$ cat src/rtl/tile_sort_sequencer.sv
// Frame-paced bubble-sort controller: one compare/exchange step every FRAMES_PER_STEP
// frame ticks, so the sort animates on screen. All outputs come straight from registers.
module tile_sort_sequencer #(
  parameter int unsigned N_TILES         = 5,
  parameter int unsigned VAL_W           = 4,
  parameter int unsigned FRAMES_PER_STEP = 30
) (
  input  logic                         clk,
  input  logic                         reset,
  input  logic                         frame_tick,
  input  logic                         load,
  input  logic [N_TILES*VAL_W-1:0]     load_data,
  input  logic                         start,
  output logic [N_TILES*VAL_W-1:0]     tile_vals,
  output logic                         busy,
  output logic                         done,
  output logic [$clog2(N_TILES)-1:0]   cmp_idx,
  output logic                         cmp_valid,
  output logic                         swapped,
  output logic [7:0]                   swap_count
);

  localparam int unsigned IdxW = $clog2(N_TILES);
  localparam int unsigned FcW  = (FRAMES_PER_STEP > 1) ? $clog2(FRAMES_PER_STEP) : 1;

  localparam logic [FcW-1:0]  FcLast   = FcW'(FRAMES_PER_STEP - 1);
  localparam logic [IdxW-1:0] LastPass = IdxW'(N_TILES - 2);

  localparam logic [2:0] StIdle    = 3'd0;
  localparam logic [2:0] StWait    = 3'd1;
  localparam logic [2:0] StCompare = 3'd2;
  localparam logic [2:0] StSwap    = 3'd3;
  localparam logic [2:0] StNext    = 3'd4;

  logic [2:0]       state_q, state_d;
  logic [VAL_W-1:0] vals_q [N_TILES];
  logic [VAL_W-1:0] vals_d [N_TILES];
  logic [VAL_W-1:0] load_vals [N_TILES];
  logic [IdxW-1:0]  idx_q, idx_d;
  logic [IdxW-1:0]  pass_q, pass_d;
  logic [FcW-1:0]   fcnt_q, fcnt_d;
  logic             swap_flag_q, swap_flag_d;
  logic [7:0]       swap_cnt_q, swap_cnt_d;
  logic             busy_q, busy_d;
  logic             done_q, done_d;
  logic             swapped_q, swapped_d;

  logic [IdxW-1:0]  idx_nxt;
  logic [VAL_W-1:0] left_val, right_val;
  logic             more_in_pass;

  for (genvar k = 0; k < N_TILES; k++) begin : g_pack
    assign tile_vals[k*VAL_W +: VAL_W] = vals_q[k];
    assign load_vals[k]                = load_data[k*VAL_W +: VAL_W];
  end

  // idx_q never exceeds N_TILES-2, so idx_nxt always addresses a real tile.
  assign idx_nxt      = idx_q + IdxW'(1);
  assign left_val     = vals_q[idx_q];
  assign right_val    = vals_q[idx_nxt];
  assign more_in_pass = (int'(idx_q) + int'(pass_q)) < (int'(N_TILES) - 2);

  always_comb begin
    state_d     = state_q;
    vals_d      = vals_q;
    idx_d       = idx_q;
    pass_d      = pass_q;
    fcnt_d      = fcnt_q;
    swap_flag_d = swap_flag_q;
    swap_cnt_d  = swap_cnt_q;
    busy_d      = busy_q;
    done_d      = done_q;
    swapped_d   = 1'b0;

    case (state_q)
      StIdle: begin
        if (load) begin
          vals_d = load_vals;
          done_d = 1'b0;
        end else if (start) begin
          state_d     = StWait;
          idx_d       = '0;
          pass_d      = '0;
          swap_flag_d = 1'b0;
          fcnt_d      = '0;
          swap_cnt_d  = '0;
          done_d      = 1'b0;
          busy_d      = 1'b1;
        end
      end

      StWait: begin
        if (frame_tick) begin
          if (fcnt_q == FcLast) begin
            fcnt_d  = '0;
            state_d = StCompare;
          end else begin
            fcnt_d = fcnt_q + FcW'(1);
          end
        end
      end

      StCompare: begin
        // Strict compare keeps equal tiles in order.
        if (left_val > right_val) begin
          state_d   = StSwap;
          swapped_d = 1'b1;
        end else begin
          state_d = StNext;
        end
      end

      StSwap: begin
        vals_d[idx_q]   = right_val;
        vals_d[idx_nxt] = left_val;
        swap_flag_d     = 1'b1;
        if (swap_cnt_q != 8'hFF) begin
          swap_cnt_d = swap_cnt_q + 8'd1;
        end
        state_d = StNext;
      end

      StNext: begin
        if (more_in_pass) begin
          idx_d   = idx_nxt;
          state_d = StWait;
        end else if (!swap_flag_q || (pass_q == LastPass)) begin
          idx_d   = '0;
          state_d = StIdle;
          done_d  = 1'b1;
          busy_d  = 1'b0;
        end else begin
          pass_d      = pass_q + IdxW'(1);
          idx_d       = '0;
          swap_flag_d = 1'b0;
          state_d     = StWait;
        end
      end

      default: begin
        state_d = StIdle;
        busy_d  = 1'b0;
        idx_d   = '0;
      end
    endcase
  end

  always_ff @(posedge clk) begin
    if (reset) begin
      state_q     <= StIdle;
      vals_q      <= '{default: '0};
      idx_q       <= '0;
      pass_q      <= '0;
      fcnt_q      <= '0;
      swap_flag_q <= 1'b0;
      swap_cnt_q  <= '0;
      busy_q      <= 1'b0;
      done_q      <= 1'b0;
      swapped_q   <= 1'b0;
    end else begin
      state_q     <= state_d;
      vals_q      <= vals_d;
      idx_q       <= idx_d;
      pass_q      <= pass_d;
      fcnt_q      <= fcnt_d;
      swap_flag_q <= swap_flag_d;
      swap_cnt_q  <= swap_cnt_d;
      busy_q      <= busy_d;
      done_q      <= done_d;
      swapped_q   <= swapped_d;
    end
  end

  assign busy       = busy_q;
  assign cmp_valid  = busy_q;
  assign done       = done_q;
  assign cmp_idx    = idx_q;
  assign swapped    = swapped_q;
  assign swap_count = swap_cnt_q;

endmodule

$ cat config.mk
export PLATFORM = sky130hd
export DESIGN_NAME = tile_sort_sequencer
export DESIGN_NICKNAME = d
export VERILOG_FILES = /design/src/rtl/tile_sort_sequencer.sv
export SDC_FILE = /design/constraint.sdc
export NUM_CORES = 1
export LEC_CHECK = 0
export ABC_AREA = 0
export CAP_MARGIN = 0
export CORE_MARGIN = 2
export CORE_UTILIZATION = 54
export CTS_CLUSTER_SIZE = 12
export DETAILED_ROUTE_END_ITERATION = 8
export PLACE_DENSITY = 0.82
export SLEW_MARGIN = 20
export SYNTH_ARGS = -nofsm -noshare
export SYNTH_HDL_FRONTEND = slang
export SYNTH_SLANG_ARGS = --single-unit
$ cat constraint.sdc
create_clock -name clk -period 3.7 [get_ports clk]
set_clock_uncertainty 0.05 [all_clocks]
set_input_delay 0.37 -clock clk [delete_from_list [all_inputs] [get_ports clk]]
set_output_delay 0.37 -clock clk [all_outputs]
set_load 0.02 [all_outputs]
# Word level (Yosys, flattened, before mapping)
# Cells that the tools add are included.
# word_totals
out_inout_bits	35
elab_cells	119
in_bits	25
register_bits	46
# classes
eq_ne	17
n_reduce_logical	20
magnitude_cmp	6
n_bitwise	4
muxes	53
n_addsub	5
# op_table
cell	n
$bwmux W20	2
$pmux W20 S2	1
$mux W3	10
$bmux W4 S3	2
$demux W4 S3	2
$mux W4	6
$mux W8	3
$mux W20	1
$mux W5	4
$ne A2 B2 Y1 const B	9
$pmux W8 S2	1
$reduce_and A4 Y1	4
$pmux W3 S5	1
$reduce_and A5 Y1	3
$mux W1	14
$pmux W5 S2	1
$eq A3 B2 Y1 const B	3
$pmux W3 S3	1
$add A8 B1 Y8 const B	1
$ge A4 B4 Y1 const B	2
$lt A4 B1 Y1 const B	2
$ne A8 B8 Y1 const B	1
$not A3 Y4	2
$add A3 B1 Y3 const B	2
other kinds (22)	27

# Logic depth before layout (Yosys ltp)
# Gate-level depths: netlist of the first run.
# depth
ltp_word	8
mapped_depth	13
depth_no_buf	11

# Worst setup path after synthesis of the first run
# Ideal clock, no wire load.
# synth_timing
path_type	register to register
startpoint	register idx_q[0], in the netlist cmp_idx[0]
endpoint	register state_q[0]
path_stages_with_launch	12
synth_period_minus_slack_ns	2.926
required_time_ns	3.559
path_buffers	1
setup_ns	0.091
arrival_time_ns	2.785
slack_ns	0.774
cell_sequence	dfxtp_1 ha_1 buf_2 xor2_1 nor3_1 a221oi_1 ha_1 a41oi_1 nand2_1 a21oi_1 o311ai_0 a311oi_1
# synth_between
elab_chain_len	8
word_cells_on_any_way	15
cone_classes	2 x add/sub; 2 x order compare; 9 x mux; 2 x bitwise
# synth_lines
element	line_no	source
start: declaration	39	logic [IdxW-1:0] idx_q, idx_d;
start signal: assignment	163	idx_q <= idx_d;
$add A3 B1 Y3	58	assign idx_nxt = idx_q + IdxW'(1);
$not A3 Y4 (not written as such)	60	assign right_val = vals_q[idx_nxt];
$bmux W4 S3	60	
$mux W4 (not written as such) (2 in series)	60	
$gt A4 B4 Y1	105	if (left_val > right_val) begin
$mux W3	105	
$pmux W3 S5 (*)	75	case (state_q)
end signal: assignment	150	state_q <= StIdle;
end signal: assignment	161	state_q <= state_d;
end: declaration	35	logic [2:0] state_q, state_d;
# Every way passes the cells marked *; elsewhere a longest branch is shown, timed or not. The select of a mux whose other input is x is not followed.
# A chain may end at the register's enable or synchronous reset.

# Final worst setup path of the first run
# Same ends and word-level chain as after synthesis.

==> impl_metrics.py, run 1 <==
metrics = {
    "finish": {
        "layout_commonest_cell": "clkdlybuf4s50_1",
        "drive_above_1_share_pct": 7.26,
        "regArea_um2": 921,
        "final_nets": 520,
        "diodes": 0,
        "final_cell_area_um2": 4080,
        "mostFrequentLayoutCells": "clkdlybuf4s50_1, nand2_1, dfxtp_1, nor2_1, a21oi_1",
        "synthToLayoutAreaGrowth_pct": 20.4,
        "fill_cells": 511,
        "multi_input_area_um2": 2270,
        "final_cell_count_no_fill": 557,
    },
    "logic_synthesis": {
        "synthArstFlopShare_pct": 0,
        "syn_avg_cell_area_um2": 7.74,
        "yosysSeqAreaShare_pct": 27.2,
        "ys_types": 66,
        "yosysWarnings": 0,
        "synth_edf_count": 0,
        "ys_seq_elements": 46,
        "syn-num-nets": 476,
        "synthCells": 437,
        "yosysTopAreaCell": "dfxtp_1",
        "synth_area_um2": 3380,
        "yosysTopAreaCellShare_pct": 27.2,
        "yosys_most_used_dff": "dfxtp_1",
        "synthTopCellsByArea": "dfxtp_1, nand2_1, ha_1",
    },
    "sta": {
        "fin_crit_sh_pct": 87.4,
        "timing.slew.headroom_pct": 46.6,
        "setup_tns_ps": 0,
        "fmax_mhz": 309,
        "setup_violations": 0,
        "rsz0062_at_grt": "no",
        "fin_ws_ps": 467,
        "fin_crit_ps": 3230,
        "slew_viol_final": 0,
        "hold_viol": 0,
        "tightest_slew_ps": 794,
    },
    "grt": {
        "grt.overflow.total": 0,
        "grt_antenna_before_repair": 0,
        "grt_start_max_net_pins": 46,
        "grt_use_total_pct": 26.8,
        "grt_pass1_wl_um": 15500,
        "grt_pass1_vias": 3140,
    },
    "hold_path": {
        "holdCritPathClass": "flip-flop to flip-flop",
        "whs_endpoint": "swap_flag_q$_SDFFE_PP0P_",
        "hold_depth": 2,
        "min_from": "swap_flag_q$_SDFFE_PP0P_",
    },
    "flow_run": {
        "drv_cap": 0,
    },
    "worst_setup_path": {
        "cp.buffers_inverters": 2,
        "startpoint_type": "flip-flop",
        "startpoint": "cmp_idx[0]$_SDFFE_PP0P_",
        "required_ps": 3870,
        "r2r-start": "cmp_idx[0]$_SDFFE_PP0P_",
        "worst_setup_path_end_kind": "flip-flop",
        "rr_endpoint": "state_q[0]$_SDFFE_PP0P_",
        "critPathKind": "flip-flop to flip-flop",
        "r2r_slack_ps": 470,
        "crit_chain": "buf_4 > nor2b_1 > a21oi_1 > o22ai_1 > inv_1 > ha_1 > a41oi_1 > nand2_1 > a21oi_1 > o311ai_0 > a311oi_1",
        "critPathSlowestCell": "o22ai_1",
        "crit_path_max_fanout": 45,
        "crit_top_cell": "a21oi_1",
        "ff2ff_path_depth": 11,
        "cp_slowest_stage_delay_ps": 490,
        "cp.arrival_ps": 3400,
        "critPathTopFamily": "compound AO/OA/AOI/OAI gates",
    },
    "clocking": {
        "holdBufCountCts": 0,
        "cts_root_buf": "clkbuf_8",
        "cts_tree": "done",
        "post_cts_resized": 0,
        "clock_latency_ps": 300,
        "clkTransAtPathRegs_ps": 90,
        "postCtsSetupBuffers": 0,
        "clock-sinks": 46,
        "clockBufferDepth": 2,
        "cts.htree.levels": 2,
        "numCtsBuffers": 5,
    },
    "status": {
        "status": "completed",
    },
    "power_and_ir_drop": {
        "pwr_density_cell_nw_per_um2": 266,
        "leakagePower_nw": 1.50,
        "peakVddDrop_uv": 164,
        "fin_total_pwr_w": 0.00108,
    },
    "die": {
        "dieArea_um2": 6920,
        "num_rows": 28,
        "coreArea_um2": 5990,
        "die_h_um": 83.2,
        "start_util_pct": 56.5,
        "die_w_um": 83.2,
        "io_pins": 60,
    },
    "placed_design": {
        "place_area_um2": 3980,
        "dp.cells": 549,
        "hpwl_um": 7010,
        "port-buffer-count": 59,
        "dp_slack_ps": 549,
        "gp_congestion": 0.967,
    },
    "route": {
        "wire_per_inst_um": 17.5,
        "finalWirelength_um": 9730,
        "route.vias.total": 3578,
        "drc": 0,
        "dr.pass1.iters": 8,
        "antenna_left": 0,
        "via_per_inst": 6.42,
        "drtIter0Drc": 408,
    },
}
flip-flops by register name (all words and copies together), names as in the netlist:
signal       flops
tile_vals       20
swap_count       8
fcnt_q           5
cmp_idx          3
pass_q           3
state_q          3
busy             1
done             1
swap_flag_q      1
swapped          1
synth_stat cells, types with 12 or more instances:
cell type,count
nand3_1,23
nand2_1,53
o21ai_0,19
o211ai_1,16
ha_1,13
nor3_1,14
dfxtp_1,46
clkbuf_1,12
a21oi_1,27
buf_2,12
nor2_1,35
logic make-up after synthesis:
| logic type | share of synthesized area [%] |
|---|---|
| DFF | 27.2 |
| xor gates and xnor gates | 2.55 |
| adders and majority gates | 5.40 |
| and+or+nand+nor | 26.2 |
| muxes | 5.62 |
| AOI/OAI and AO/OA | 27.3 |
| buffers and inverters | 5.69 |
metal layers:
metal / track usage (%) / routed length (um) / vias to the layer above
li1: - / - / 1702
met5: 0 / 0 / -
met4: 9.99 / 239 / 0
met1: 33.7 / 4130 / 1664
met2: 45.2 / 4590 / 182
met3: 5.47 / 780 / 30
worst min-delay path, cell delays in order, from the launching register on:
cell	delay, ps
dfxtp_1	320
nand3_1	60
nand2_1	50
report_power, final:
group | switching [W] | internal (W)
logic | 0.000111 | 0.000101
registers | 0.0000274 | 0.000513
clock network | 0.000181 | 0.000151
stage by stage:
| step | utilization [%] | hold WS [ps] |
|---|---|---|
| floorplan | - | 379 |
| global placement | 66.5 | 397 |
| detailed placement | 66.5 | 417 |
| CTS | 68.0 | 433 |
| global route | 68.0 | 467 |
| finish | 68.0 | 425 |
area by class of cell:
type	count	share of cell area [%]
flip-flops and latches	46	22.6
multi-input cells	350	55.7
clock buffers	6	2.03
clock inverters	2	0.307
repair buffers	68	16.1
well taps	75	2.30
inverters	10	0.921
worst max path at each step:
| stage | end | slack [ps] | cells after the start |
|---|---|---|---|
| global placement | state_q[0]$_SDFFE_PP0P_ | 750 | 11 |
| CTS | state_q[0]$_SDFFE_PP0P_ | 520 | 11 |
| finish | state_q[0]$_SDFFE_PP0P_ | 470 | 11 |
| floorplan | state_q[0]$_SDFFE_PP0P_ | 770 | 11 |
| global route | state_q[0]$_SDFFE_PP0P_ | 150 | 11 |
| detailed placement | state_q[0]$_SDFFE_PP0P_ | 550 | 11 |
No activity file was read; power rests on OpenSTA's default activity.
==> run 2: changes to the inputs <==
- PLACE_DENSITY: 0.82 -> default
- PLACE_DENSITY_LB_ADDON: default -> 0.25
==> run 2 against run 1 <==
Effect of this change:
- combinational power decreased by 2%
- critical path type unchanged
- worst setup slack improved by 4.3 ps
- critical path depth rose by 1
- cell area about the same
- clock power decreased by 6.3%
- sequential share of layout area hardly changed
==> impl_metrics.py, run 2 (synthesis results as in run 1) <==
metrics = {
    "worst_setup_path": {
        "worst_setup_path_end_kind": "flip-flop",
        "crit_path_max_fanout": 13,
        "required_ps": 3860,
        "critPathKind": "flip-flop to flip-flop",
        "startpoint_type": "flip-flop",
        "cp.arrival_ps": 3390,
    },
    "clocking": {
        "post_cts_resized": 0,
        "holdBufCountCts": 0,
        "cts_tree": "done",
        "cts.htree.levels": 2,
        "postCtsSetupBuffers": 0,
        "clkTransAtPathRegs_ps": 80,
        "clockBufferDepth": 2,
        "cts_root_buf": "clkbuf_8",
        "clock_latency_ps": 300,
        "clock-sinks": 46,
        "numCtsBuffers": 5,
    },
    "finish": {
        "final_cell_area_um2": 4080,
        "largest_reg_flops": 20,
        "diodes": 0,
        "drive_above_1_share_pct": 7.26,
        "synthToLayoutAreaGrowth_pct": 20.5,
        "fin_util_pct": 68.1,
        "final_nets": 522,
        "mostFrequentLayoutCells": "clkdlybuf4s50_1, nand2_1, dfxtp_1, nor2_1, a21oi_1",
        "layout_commonest_cell": "clkdlybuf4s50_1",
    },
    "sta": {
        "setup_tns_ps": 0,
        "fmax_mhz": 310,
        "setup_violations": 0,
        "fin_crit_sh_pct": 87.3,
        "fin_crit_ps": 3230,
        "rsz0062_at_grt": "no",
        "tightest_slew_ps": 835,
        "fin_ws_ps": 472,
        "timing.slew.headroom_pct": 43.8,
        "hold_viol": 0,
        "slew_viol_final": 0,
    },
    "grt": {
        "grt_pass1_wl_um": 15500,
        "grt_pass1_vias": 3175,
        "grt_start_max_net_pins": 46,
        "grt.overflow.total": 0,
        "grt_antenna_before_repair": 0,
        "grt_use_total_pct": 27.0,
    },
    "placed_design": {
        "dp_slack_ps": 499,
        "place_area_um2": 4000,
        "hpwl_um": 7000,
        "gp_congestion": 0.899,
        "port-buffer-count": 59,
    },
    "power_and_ir_drop": {
        "p_int_w": 0.000758,
        "p_comb_share_pct": 19.7,
        "sw_frac_of_total_pct": 28.3,
        "pwr-share-seq_pct": 50.9,
        "p_clk_share_pct": 29.4,
        "pwr_density_cell_nw_per_um2": 259,
        "switchingPower_w": 0.000299,
        "peakVddDrop_uv": 183,
        "leakagePower_nw": 1.51,
    },
    "die": {
        "start_util_pct": 56.5,
        "io_pins": 60,
        "die_h_um": 83.2,
        "num_rows": 28,
        "die_w_um": 83.2,
        "coreArea_um2": 5990,
        "dieArea_um2": 6920,
    },
    "route": {
        "drc": 0,
        "drtIter0Drc": 372,
        "wire_per_inst_um": 16.9,
        "via_per_inst": 6.30,
        "antenna_left": 0,
        "route.vias.total": 3510,
        "dr.pass1.iters": 5,
        "finalWirelength_um": 9430,
    },
    "hold_path": {
        "holdCritPathClass": "flip-flop to flip-flop",
    },
    "flow_run": {
        "drv_cap": 0,
    },
    "status": {
        "status": "completed",
    },
}
==> run 2: cell count changes in the layout (fill, tap and decap cells not counted), sizes merged <==
cell      delta
buf          +2
clkinv       -1
clkinvlp     -1
==> run 2: power groups by stage <==
stage               sequential [W]  clock (W)  combinational, W
floorplan                 0.000560          0          0.000101
global placement          0.000550          0          0.000204
detailed placement        0.000549          0          0.000207
CTS                       0.000537   0.000320          0.000208
global route              0.000541   0.000334          0.000227
finish                    0.000538   0.000311          0.000208
==> run 2: routing by layer <==
metal / track usage (%) / vias up / part of all wire [%]
met5: 0 / - / 0
li1: - / 1702 / -
met1: 35.8 / 1645 / 44
met4: 8.94 / 0 / 1.9
met2: 44.6 / 143 / 48
met3: 4.77 / 20 / 6.4
==> run 2: cell type report <==
type / count / area, um^2
sequential: 46 / 921
tap: 75 / 93.8
multi-input combinational: 350 / 2270
timing repair buffer: 70 / 673
clock buffer: 6 / 82.6
inverter: 10 / 37.5
fill: 504 / 1910
==> run 2: worst paths after layout <==
kind / end / cells past startpoint / slack (ps) / start
min: swap_flag_q$_SDFFE_PP0P_ / 2 / 410 / swap_flag_q$_SDFFE_PP0P_
max: state_q[0]$_SDFFE_PP0P_ / 12 / 470 / cmp_idx[1]$_SDFFE_PP0P_
max reg2reg: state_q[0]$_SDFFE_PP0P_ / 12 / 470 / cmp_idx[1]$_SDFFE_PP0P_
min reg2reg: swap_flag_q$_SDFFE_PP0P_ / 2 / 410 / swap_flag_q$_SDFFE_PP0P_
==> run 2: per-stage QoR <==
step           hold slack [ps]  total power, W  instances
2_1_floorplan              379        0.000661        437
3_3_place_gp               390        0.000754        551
3_5_place_dp               406        0.000756        551
4_1_cts                    417         0.00106        557
5_1_grt                    433         0.00110        557
6_report                   412         0.00106        557
==> run 2: worst max-delay path, stage by stage, from the launching register on <==
cell and delay [ps]:
dfxtp_1 320, ha_1 450, buf_4 260, nor2b_1 80
nand2_1 60, o21ai_0 90, a221oi_1 530, ha_1 360
a41oi_1 250, nand2_1 80, a21oi_1 210, o311ai_0 160
a311oi_1 230
